===== src/rtl/row_stream_tx.sv =====
// Host-side row streamer for the lane-detect NPU: buffers pixel rows, streams each row as a
// byte stream, waits for the NPU result and reports it per row.
module row_stream_tx #(
    parameter int unsigned ROW_LEN    = 32,
    parameter int unsigned NUM_ROWS   = 8,
    parameter int unsigned GAP_CYCLES = 0,
    parameter int unsigned TIMEOUT    = 1023
) (
    input  logic                                clk,
    input  logic                                rst,
    input  logic                                wr_en,
    input  logic [$clog2(NUM_ROWS*ROW_LEN)-1:0] wr_addr,
    input  logic [7:0]                          wr_data,
    input  logic                                go,
    input  logic [$clog2(NUM_ROWS):0]           num_rows,
    output logic                                busy,
    output logic                                npu_start,
    output logic [7:0]                          npu_rx_data,
    output logic                                npu_rx_valid,
    input  logic [7:0]                          npu_tx_data,
    input  logic [7:0]                          npu_confidence,
    input  logic                                npu_done,
    output logic                                res_valid,
    output logic [$clog2(NUM_ROWS)-1:0]         res_row,
    output logic [7:0]                          res_position,
    output logic [7:0]                          res_confidence,
    output logic                                all_done,
    output logic                                timeout_err
);
    localparam int unsigned DEPTH = NUM_ROWS * ROW_LEN;
    localparam int unsigned AW    = $clog2(DEPTH);
    localparam int unsigned RW    = $clog2(NUM_ROWS);
    localparam int unsigned NW    = RW + 1;
    localparam int unsigned IW    = (ROW_LEN > 1) ? $clog2(ROW_LEN) : 1;
    localparam int unsigned GW    = (GAP_CYCLES > 1) ? $clog2(GAP_CYCLES) : 1;
    localparam int unsigned TW    = $clog2(TIMEOUT + 1);

    typedef enum logic [2:0] {
        StIdle, StStart, StSend, StGap, StWaitDone, StReport
    } state_e;

    state_e          state_q, state_d;
    logic [RW-1:0]   row_q, row_d;
    logic [NW-1:0]   nrows_q, nrows_d;
    logic [IW-1:0]   idx_q, idx_d;
    logic [GW-1:0]   gap_q, gap_d;
    logic [TW-1:0]   wait_q, wait_d;
    logic            terr_q, terr_d;
    logic            to_pulse_q, to_pulse_d;
    logic            rx_valid_q;
    logic [7:0]      rx_data_q, pos_q, conf_q;
    logic            capture, addr_ok, go_ok, last_row, last_byte;
    logic [AW-1:0]   rd_addr;
    logic [7:0]      mem [DEPTH];

    // Only a non-power-of-two buffer can see out-of-range addresses.
    if ((1 << AW) > DEPTH) begin : g_addr_chk
        assign addr_ok = {1'b0, wr_addr} < (AW + 1)'(DEPTH);
    end else begin : g_addr_full
        assign addr_ok = 1'b1;
    end

    always_ff @(posedge clk) begin
        if (wr_en && !busy && addr_ok) begin
            mem[wr_addr] <= wr_data;
        end
    end

    assign go_ok     = go && (num_rows != '0) && (num_rows <= NW'(NUM_ROWS));
    assign last_row  = ({1'b0, row_q} == nrows_q - NW'(1));
    assign last_byte = (idx_q == IW'(ROW_LEN - 1));
    // Fetch with next-state indices so the byte lands in the same cycle as its valid.
    assign rd_addr   = AW'(row_d * ROW_LEN + idx_d);

    always_ff @(posedge clk or negedge rst) begin
        if (!rst) begin
            state_q    <= StIdle;
            row_q      <= '0;
            nrows_q    <= '0;
            idx_q      <= '0;
            gap_q      <= '0;
            wait_q     <= '0;
            terr_q     <= 1'b0;
            to_pulse_q <= 1'b0;
            rx_valid_q <= 1'b0;
            rx_data_q  <= '0;
            pos_q      <= '0;
            conf_q     <= '0;
        end else begin
            state_q    <= state_d;
            row_q      <= row_d;
            nrows_q    <= nrows_d;
            idx_q      <= idx_d;
            gap_q      <= gap_d;
            wait_q     <= wait_d;
            terr_q     <= terr_d;
            to_pulse_q <= to_pulse_d;
            rx_valid_q <= (state_d == StSend);
            if (state_d == StSend) begin
                rx_data_q <= mem[rd_addr];
            end
            if (capture) begin
                pos_q  <= npu_tx_data;
                conf_q <= npu_confidence;
            end
        end
    end

    always_comb begin
        state_d    = state_q;
        row_d      = row_q;
        nrows_d    = nrows_q;
        idx_d      = idx_q;
        gap_d      = gap_q;
        wait_d     = wait_q;
        terr_d     = terr_q;
        to_pulse_d = 1'b0;
        capture    = 1'b0;
        unique case (state_q)
            StIdle: begin
                if (go_ok) begin
                    nrows_d = num_rows;
                    row_d   = '0;
                    terr_d  = 1'b0;
                    state_d = StStart;
                end
            end
            StStart: begin
                idx_d   = '0;
                state_d = StSend;
            end
            StSend: begin
                if (last_byte) begin
                    wait_d  = '0;
                    state_d = StWaitDone;
                end else begin
                    idx_d   = idx_q + 1'b1;
                    gap_d   = '0;
                    state_d = (GAP_CYCLES > 0) ? StGap : StSend;
                end
            end
            StGap: begin
                if (gap_q == GW'(GAP_CYCLES - 1)) begin
                    state_d = StSend;
                end else begin
                    gap_d = gap_q + 1'b1;
                end
            end
            StWaitDone: begin
                if (npu_done) begin
                    capture = 1'b1;
                    state_d = StReport;
                end else if (wait_q == TW'(TIMEOUT)) begin
                    terr_d     = 1'b1;
                    to_pulse_d = 1'b1;
                    state_d    = StIdle;
                end else begin
                    wait_d = wait_q + 1'b1;
                end
            end
            StReport: begin
                if (last_row) begin
                    state_d = StIdle;
                end else begin
                    row_d   = row_q + 1'b1;
                    state_d = StStart;
                end
            end
            default: state_d = StIdle;
        endcase
    end

    always_comb begin
        busy           = (state_q != StIdle);
        npu_start      = (state_q == StStart);
        res_valid      = (state_q == StReport);
        all_done       = to_pulse_q || ((state_q == StReport) && last_row);
        npu_rx_valid   = rx_valid_q;
        npu_rx_data    = rx_data_q;
        res_row        = row_q;
        res_position   = pos_q;
        res_confidence = conf_q;
        timeout_err    = terr_q;
    end

endmodule


===== config.mk =====
export PLATFORM = sky130hd
export DESIGN_NAME = row_stream_tx
export DESIGN_NICKNAME = d
export VERILOG_FILES = /design/src/rtl/row_stream_tx.sv
export SDC_FILE = /design/constraint.sdc
export NUM_CORES = 2
export LEC_CHECK = 0
export BUFFER_PORTS_ARGS = -buffer_cell sky130_fd_sc_hd__clkbuf_2
export CORE_ASPECT_RATIO = 0.7
export CORE_MARGIN = 3
export CORE_UTILIZATION = 35
export CTS_BUF_LIST = sky130_fd_sc_hd__clkbuf_4 sky130_fd_sc_hd__clkbuf_8
export DETAILED_ROUTE_END_ITERATION = 10
export PLACE_DENSITY = 0.45
export SYNTH_ARGS = -nofsm -noshare
export SYNTH_HDL_FRONTEND = slang
export SYNTH_SLANG_ARGS = --single-unit

===== constraint.sdc =====
create_clock -name clk -period 4.3 [get_ports clk]
set_input_delay 0.43 -clock clk [delete_from_list [all_inputs] [get_ports clk]]
set_output_delay 0.43 -clock clk [all_outputs]
set_load 0.1 [all_outputs]

After elaboration in Yosys (flattened, before gate mapping). Memories as Yosys holds them, arrays and structs flattened. A register that Yosys moved wholly into a read port is not among the register bits. Cells that the tools add are included.

Flip-flop bits (word level): 45. RAM bits: 2048. Output and inout bits: 33. Word-level logic and storage cells: 81. Memories: 1.

Memories: mem (depth 256, bits a word 8, read ports 1, clocked after memory_dff 1, write ports 1, line 54) `logic [7:0] mem [DEPTH];`.

Add/sub/neg operators: 6. Magnitude comparators: 1. Equal/unequal tests: 15. Mux-type cells: 30. Reduce and logical (&&, ||, !) cells: 17.

Operators with widths (count): 2-to-1 mux 10 bit (3); 2-to-1 mux 3 bit (7); case mux 10 bit (2 select lines) (1); case mux 3 bit (6 select lines) (1); 2-to-1 mux 1 bit (13); != test 2 bit, second input constant (6); adder 10 x 1 -> 10 bit, second input constant (1); == test 10 bit, second input constant (1); case mux 5 bit (2 select lines) (1); == test 3 x 2 -> 1 bit, second input constant (3); adder 8 x 5 -> 8 bit (1); AND reduction 4 bit (2); == test 3 bit, second input constant (2); case mux 3 bit (2 select lines) (1); nonzero test 2 bit (3); adder 5 x 1 -> 5 bit, second input constant (1); == test 5 bit, second input constant (1); 2-to-1 mux 5 bit (1); == test 3 x 4 -> 1 bit (1); less-or-equal comparator 4 bit, second input constant (1); logical AND 1 bit (4); case mux 1 bit (2 select lines) (2); AND reduction 2 bit (2); nonzero test 4 bit (1); 8 further kinds (9).

Depth between registers and ports, before layout.
Depth in word-level cells: 6. Mapped depth: 16.

Worst setup path after synthesis. Ideal clock, no wire load.

Path kind: register -> output. Start: register row_q[2], in the netlist res_row[2]. End: output port all_done. Arrival: 3.130 ns. Path slack: 0.740 ns. Stages on the path, launching flop included: 5. Cell sequence: dfrtp_1 -> xnor3_1 -> nand2_1 -> or2_2 -> o21bai_1.

Longest elaborated chain between the ends: 3.

RTL lines: start: declaration (line 43) `logic [RW-1:0] row_q, row_d;`; start signal: assignment (line 91) `row_q <= row_d;`; == test 3 x 4 -> 1 bit (line 70) `assign last_row = ({1'b0, row_q} == nrows_q - NW'(1));`; logical AND 1 bit (line 177) `all_done = to_pulse_q || ((state_q == StReport) && last_row);`; logical OR 1 bit (line 177); end: declaration (line 27) `output logic all_done,`.

No other way between the ends.

Worst setup path in the final report.
Start: register idx_q[1]. End: register rx_data_q[1], in the netlist npu_rx_data[1], read port of mem.

Longest elaborated chain between the ends: 4. Elaborated cells between the ends (all ways): 8. Classes of those cells: add/sub: 2; eq/ne: 2; mux: 4.

RTL lines: start: declaration (line 45) `logic [IW-1:0] idx_q, idx_d;`; start signal: assignment (line 93) `idx_q <= idx_d;`; adder 5 x 1 -> 5 bit / == test 5 bit (equally long branches) (line 137, 71); 2-to-1 mux 5 bit / 2-to-1 mux 3 bit (equally long branches) (line 133) `if (last_byte) begin`; case mux 5 bit (2 select lines) / case mux 3 bit (6 select lines) (equally long branches) (line 119) `unique case (state_q)`; adder 8 x 5 -> 8 bit / == test 3 x 2 -> 1 bit (equally long branches) (line 73, 99); end: declaration (line 51) `logic [7:0] rx_data_q, pos_q, conf_q;`.

Several ways; a longest one is shown, not always the timed one. A chain may end at the register's enable or synchronous reset.

==> impl_metrics.tcl <==
set metrics [dict create \
    wl_per_cell_um 31.0 \
    least_margin_pin_slew_ps 1320 \
    timing.final.crit_period_ps 4250 \
    yosys.area_share.adder_pct 0.0596 \
    grt_max_degree 111 \
    hold_violations 0 \
    fmax_ghz 0.235 \
    grt_first_pass_wirelength_um 444000 \
    cts_tree "yes" \
    critical_path.max_stage_delay_ps 700 \
    switching_share_pct 46.2 \
    holdCritStartpoint "wr_data[2]" \
    first_iter_violations 7646 \
    regToRegEndpoint "npu_rx_data[1]$_DFFE_PN0N_" \
    regArea_mm2 0.0628 \
    library_cells_used_by_synthesis 77 \
    route.final.wire_length_um 321000 \
    postSynth.topFlopCell "sky130_fd_sc_hd__edfxtp_1" \
    fraction_of_the_mapped_netlist_area_in_compound_gates_pct 6.97 \
    simple_gate_share_of_the_synthesized_area_pct 14.3 \
    whs_endpoint "mem[22][2]$_DFFE_PP_" \
    min_delay_path_depth 1 \
    critPathRequiredTime_ps 5180 \
    chipHeight_um 416 \
    yosysTopAreaCellShare_pct 73.2 \
    r2r_cells 13 \
    number_of_warning_messages_in_the_yosys_log 0 \
    clkPwrFrac_pct 21.5 \
    layout.nets 7005 \
    via_count_of_the_first_global_routing_pass 54100 \
    critical_path.endpoint_type "flip-flop" \
    starting_density_of_the_core_pct 35.4 \
    p_int_mw 42.3 \
    highest-signal-layer "met5" \
    worst-r2r-setup-slack_ps 50 \
    dp.final_hpwl_um 206000 \
    cts_made_buffers 337 \
    power_frac_comb_pct 49.4 \
    post_synthesis_cells 6282 \
    leakagePower_nw 34.7 \
    rows 149 \
    io_pins 74 \
    worst_clock_skew_ps 84.3 \
    cp_buf_inv_count 2 \
    critPathTopFamily "compound AO/OA/AOI/OAI gates" \
    multi_input_comb_area_mm2 0.0196 \
    routed-wl-met3_um 33200 \
    max-cap-violations 0 \
    x_dimension_of_the_die_um 591 \
    clock-sinks 2101 \
    post_synth_instance_area_mm2 0.0840 \
    htreeDepth 5 \
    grt-ovfl-total 0 \
    power_density_mw_per_mm2 790 \
    port_buffers 73 \
    final_weighted_congestion_of_routability_driven_global_placement 0.915 \
    grtUsageTotal_pct 25.5 \
    timing.final.setup_violations 0 \
    critPathSlowestCell "sky130_fd_sc_hd__a311oi_1" \
    clk_transition_reported_paths_ps 70 \
    crit_chain "ha_1, and2_1, nand3_4, nand2_4, buf_12, buf_4, a211oi_1, a311oi_1, o2111ai_1, nand4_1, nor3_1, o21ai_0, o211a_1" \
    sum_of_met2_wire_segment_lengths_after_detailed_routing_um 130000 \
    seq_power_share_pct 29.2 \
    post_drt_via_cell_ratio 5.57 \
    die_area_mm2 0.246 \
    number_of_antenna_violations_at_the_first_check_in_global_routing 27 \
    layout.filler_cells 22200 \
    cts-root-buf "sky130_fd_sc_hd__clkbuf_8" \
    rsz0062_at_grt "true" \
    synth_edf_count 2048 \
    cts_max_path_buffers 4 \
    p_sw_mw 36.3 \
    cp_max_fo 47 \
    synth.area.top_cells "sky130_fd_sc_hd__edfxtp_1 (73%), sky130_fd_sc_hd__nand2_1 (7.5%), sky130_fd_sc_hd__nand3_1 (2.8%), sky130_fd_sc_hd__a311oi_1 (1.7%), sky130_fd_sc_hd__dfrtp_1 (1.6%)" \
    yosysSeqAreaShare_pct 74.8 \
    post_synth_xor_area_fraction_pct 0.0998 \
    power_mw 78.6 \
    area.growth.synth_to_final_pct 18.5 \
    r2r_start "idx_q[1]$_DFF_PN0_" \
    drt_first_pass_iters 6 \
    fin_util_pct 42.0 \
    critPathKind "flip-flop to flip-flop" \
    synth-async-reset-ratio_pct 2.52 \
    period_share_pct 98.9 \
    worstSetupStartpointType "flip-flop" \
    synth_top_family_by_area "simple AND/OR/NAND/NOR gates" \
    cp.arrival_ps 5130 \
    syn_avg_cell_area_um2 13.4 \
    hold_path.class "input port to flip-flop" \
    layout_cells_sized_above_1_pct 18.2 \
    drc 0 \
    antenna_violating_nets_post_route 0 \
    synth.ff_latch_count 2101 \
    clk-insertion-delay-late_ps 960 \
    synth_mux_area_share_pct 1.54 \
    ir_drop_mv 0.998 \
    placeableCoreArea_mm2 0.237 \
    status "finished, final reports clean" \
    yosysTopAreaCell "sky130_fd_sc_hd__edfxtp_1" \
    wirelength_met1_um 149000 \
    synth_fp_nets 6327 \
    slew_violations 0 \
    num_vias 57900 \
    timing.slew.headroom_pct 11.9 \
]
[power by group through the flow]
stage / Clock (mW) / Combinational, mW / Sequential [mW]
floorplan: 0 / 16.9 / 24.1
global placement: 0 / 37.7 / 23.4
CTS: 17.2 / 37.9 / 22.9
global route: 18.1 / 40.2 / 22.9
finish: 16.9 / 38.8 / 22.9
detailed placement: 0 / 37.5 / 23.3
[cell usage in the layout, fill, tap and decap left out, types with 14 or more instances in the layout]
cell type,instances
sky130_fd_sc_hd__clkbuf_8,355
sky130_fd_sc_hd__clkinv_1,79
sky130_fd_sc_hd__clkbuf_4,111
sky130_fd_sc_hd__o21ai_0,50
sky130_fd_sc_hd__a32oi_1,99
sky130_fd_sc_hd__a311oi_1,158
sky130_fd_sc_hd__and3_1,189
sky130_fd_sc_hd__o22ai_1,32
sky130_fd_sc_hd__clkbuf_2,65
sky130_fd_sc_hd__nor2_1,319
sky130_fd_sc_hd__buf_12,71
sky130_fd_sc_hd__buf_4,572
sky130_fd_sc_hd__dfrtp_1,53
sky130_fd_sc_hd__a31oi_1,137
sky130_fd_sc_hd__nand3_1,466
sky130_fd_sc_hd__clkinv_2,30
sky130_fd_sc_hd__nor3_1,18
sky130_fd_sc_hd__nor4_1,14
sky130_fd_sc_hd__nand4_1,68
sky130_fd_sc_hd__nand2_1,1656
sky130_fd_sc_hd__dlygate4sd3_1,45
sky130_fd_sc_hd__o211ai_1,18
sky130_fd_sc_hd__mux2i_1,121
sky130_fd_sc_hd__a211oi_1,137
sky130_fd_sc_hd__edfxtp_1,2048
sky130_fd_sc_hd__a21oi_1,62
[cells by family after synthesis]
group / count (synthesis)
adder cells (fa/ha/maj): 4
XOR/XNOR: 8
multiplexers: 128
buffers and inverters: 444
AND/OR/NAND/NOR: 2807
AO/OA/AOI/OAI: 790
flip-flops: 2101
[worst max-delay path by stage]
stage | start | end | cells past startpoint
finish | idx_q[1]$_DFF_PN0_ | npu_rx_data[1]$_DFFE_PN0N_ | 13
global route | idx_q[1]$_DFF_PN0_ | npu_rx_data[3]$_DFFE_PN0N_ | 16
CTS | idx_q[0]$_DFF_PN0_ | npu_rx_data[7]$_DFFE_PN0N_ | 13
detailed placement | idx_q[1]$_DFF_PN0_ | npu_rx_data[7]$_DFFE_PN0N_ | 15
global placement | nrows_q[1]$_DFFE_PN0P_ | npu_rx_data[0]$_DFFE_PN0N_ | 15
floorplan | res_row[2]$_DFF_PN0_ | all_done | 4
[synthesized netlist by cell type (all sizes together) (3+ instances only)]
cell type,instances
a211oi,141
nor2,330
nor4,16
o21ai,51
o211ai,18
o211a,3
nor2b,9
o2111ai,7
o31ai,7
mux2,7
nor3,21
clkbuf,175
and3,189
a32oi,100
xor2,6
a21oi,65
dfrtp,53
nand4,68
ha,4
edfxtp,2048
a31oi,147
and2,4
nand3,472
or4,4
inv,19
o22ai,33
or3,9
mux2i,121
a32o,5
a22o,4
nand2,1667
a311oi,160
a221oi,5
buf,250
a22oi,5
a2111oi,7
nand2b,3
a31o,4
[state kept, by name, summed over array words and instances, names as in the netlist]
name	cells
mem	2048
wait_q	10
npu_rx_data	8
res_confidence	8
res_position	8
idx_q	5
nrows_q	4
res_row	3
state_q	3
gap_q	1
npu_rx_valid	1
timeout_err	1
to_pulse_q	1
[through the flow]
step / worst slack (ps) / std cells / instance area, µm² / TNS, ps / hold WS, ps
CTS: -9.98 / 10400 / 99400 / -9.98 / 20.6
global route: -87.0 / 10400 / 99500 / -174 / 66.7
finish: 48.8 / 10400 / 99500 / 0 / 111
detailed placement: -368 / 9748 / 92500 / -1240 / 461
global placement: -340 / 9748 / 92500 / -1250 / 458
floorplan: 740 / 6282 / 84000 / 0 / 134
[timing repair]
action                                 CTS  global route
setup endpoints to repair                6             8
gates resized for setup                 16            23
pin swaps                                0             1
endpoints found under the hold margin  233             0
hold buffers                            45             0
setup buffers                            0             0
[per-layer routing]
| layer | global-route usage [%] | up-vias |
|---|---|---|
| met1 | 39.7 | 29500 |
| met4 | 7.38 | 4 |
| met3 | 6.43 | 455 |
| li1 | - | 25000 |
| met5 | 0 | - |
| met2 | 34.6 | 2929 |
[final cells by class]
type / count / area share [%]
Antenna cell: 6 / 0.0151
Clock buffer: 465 / 5.73
Clock inverter: 122 / 0.634
Inverter: 19 / 0.0968
Multi-Input combinational cell: 3737 / 19.7
Sequential cell: 2101 / 63.1
Tap cell: 3171 / 3.99
Timing Repair Buffer: 764 / 6.68
(Power assumes the default switching activity.)
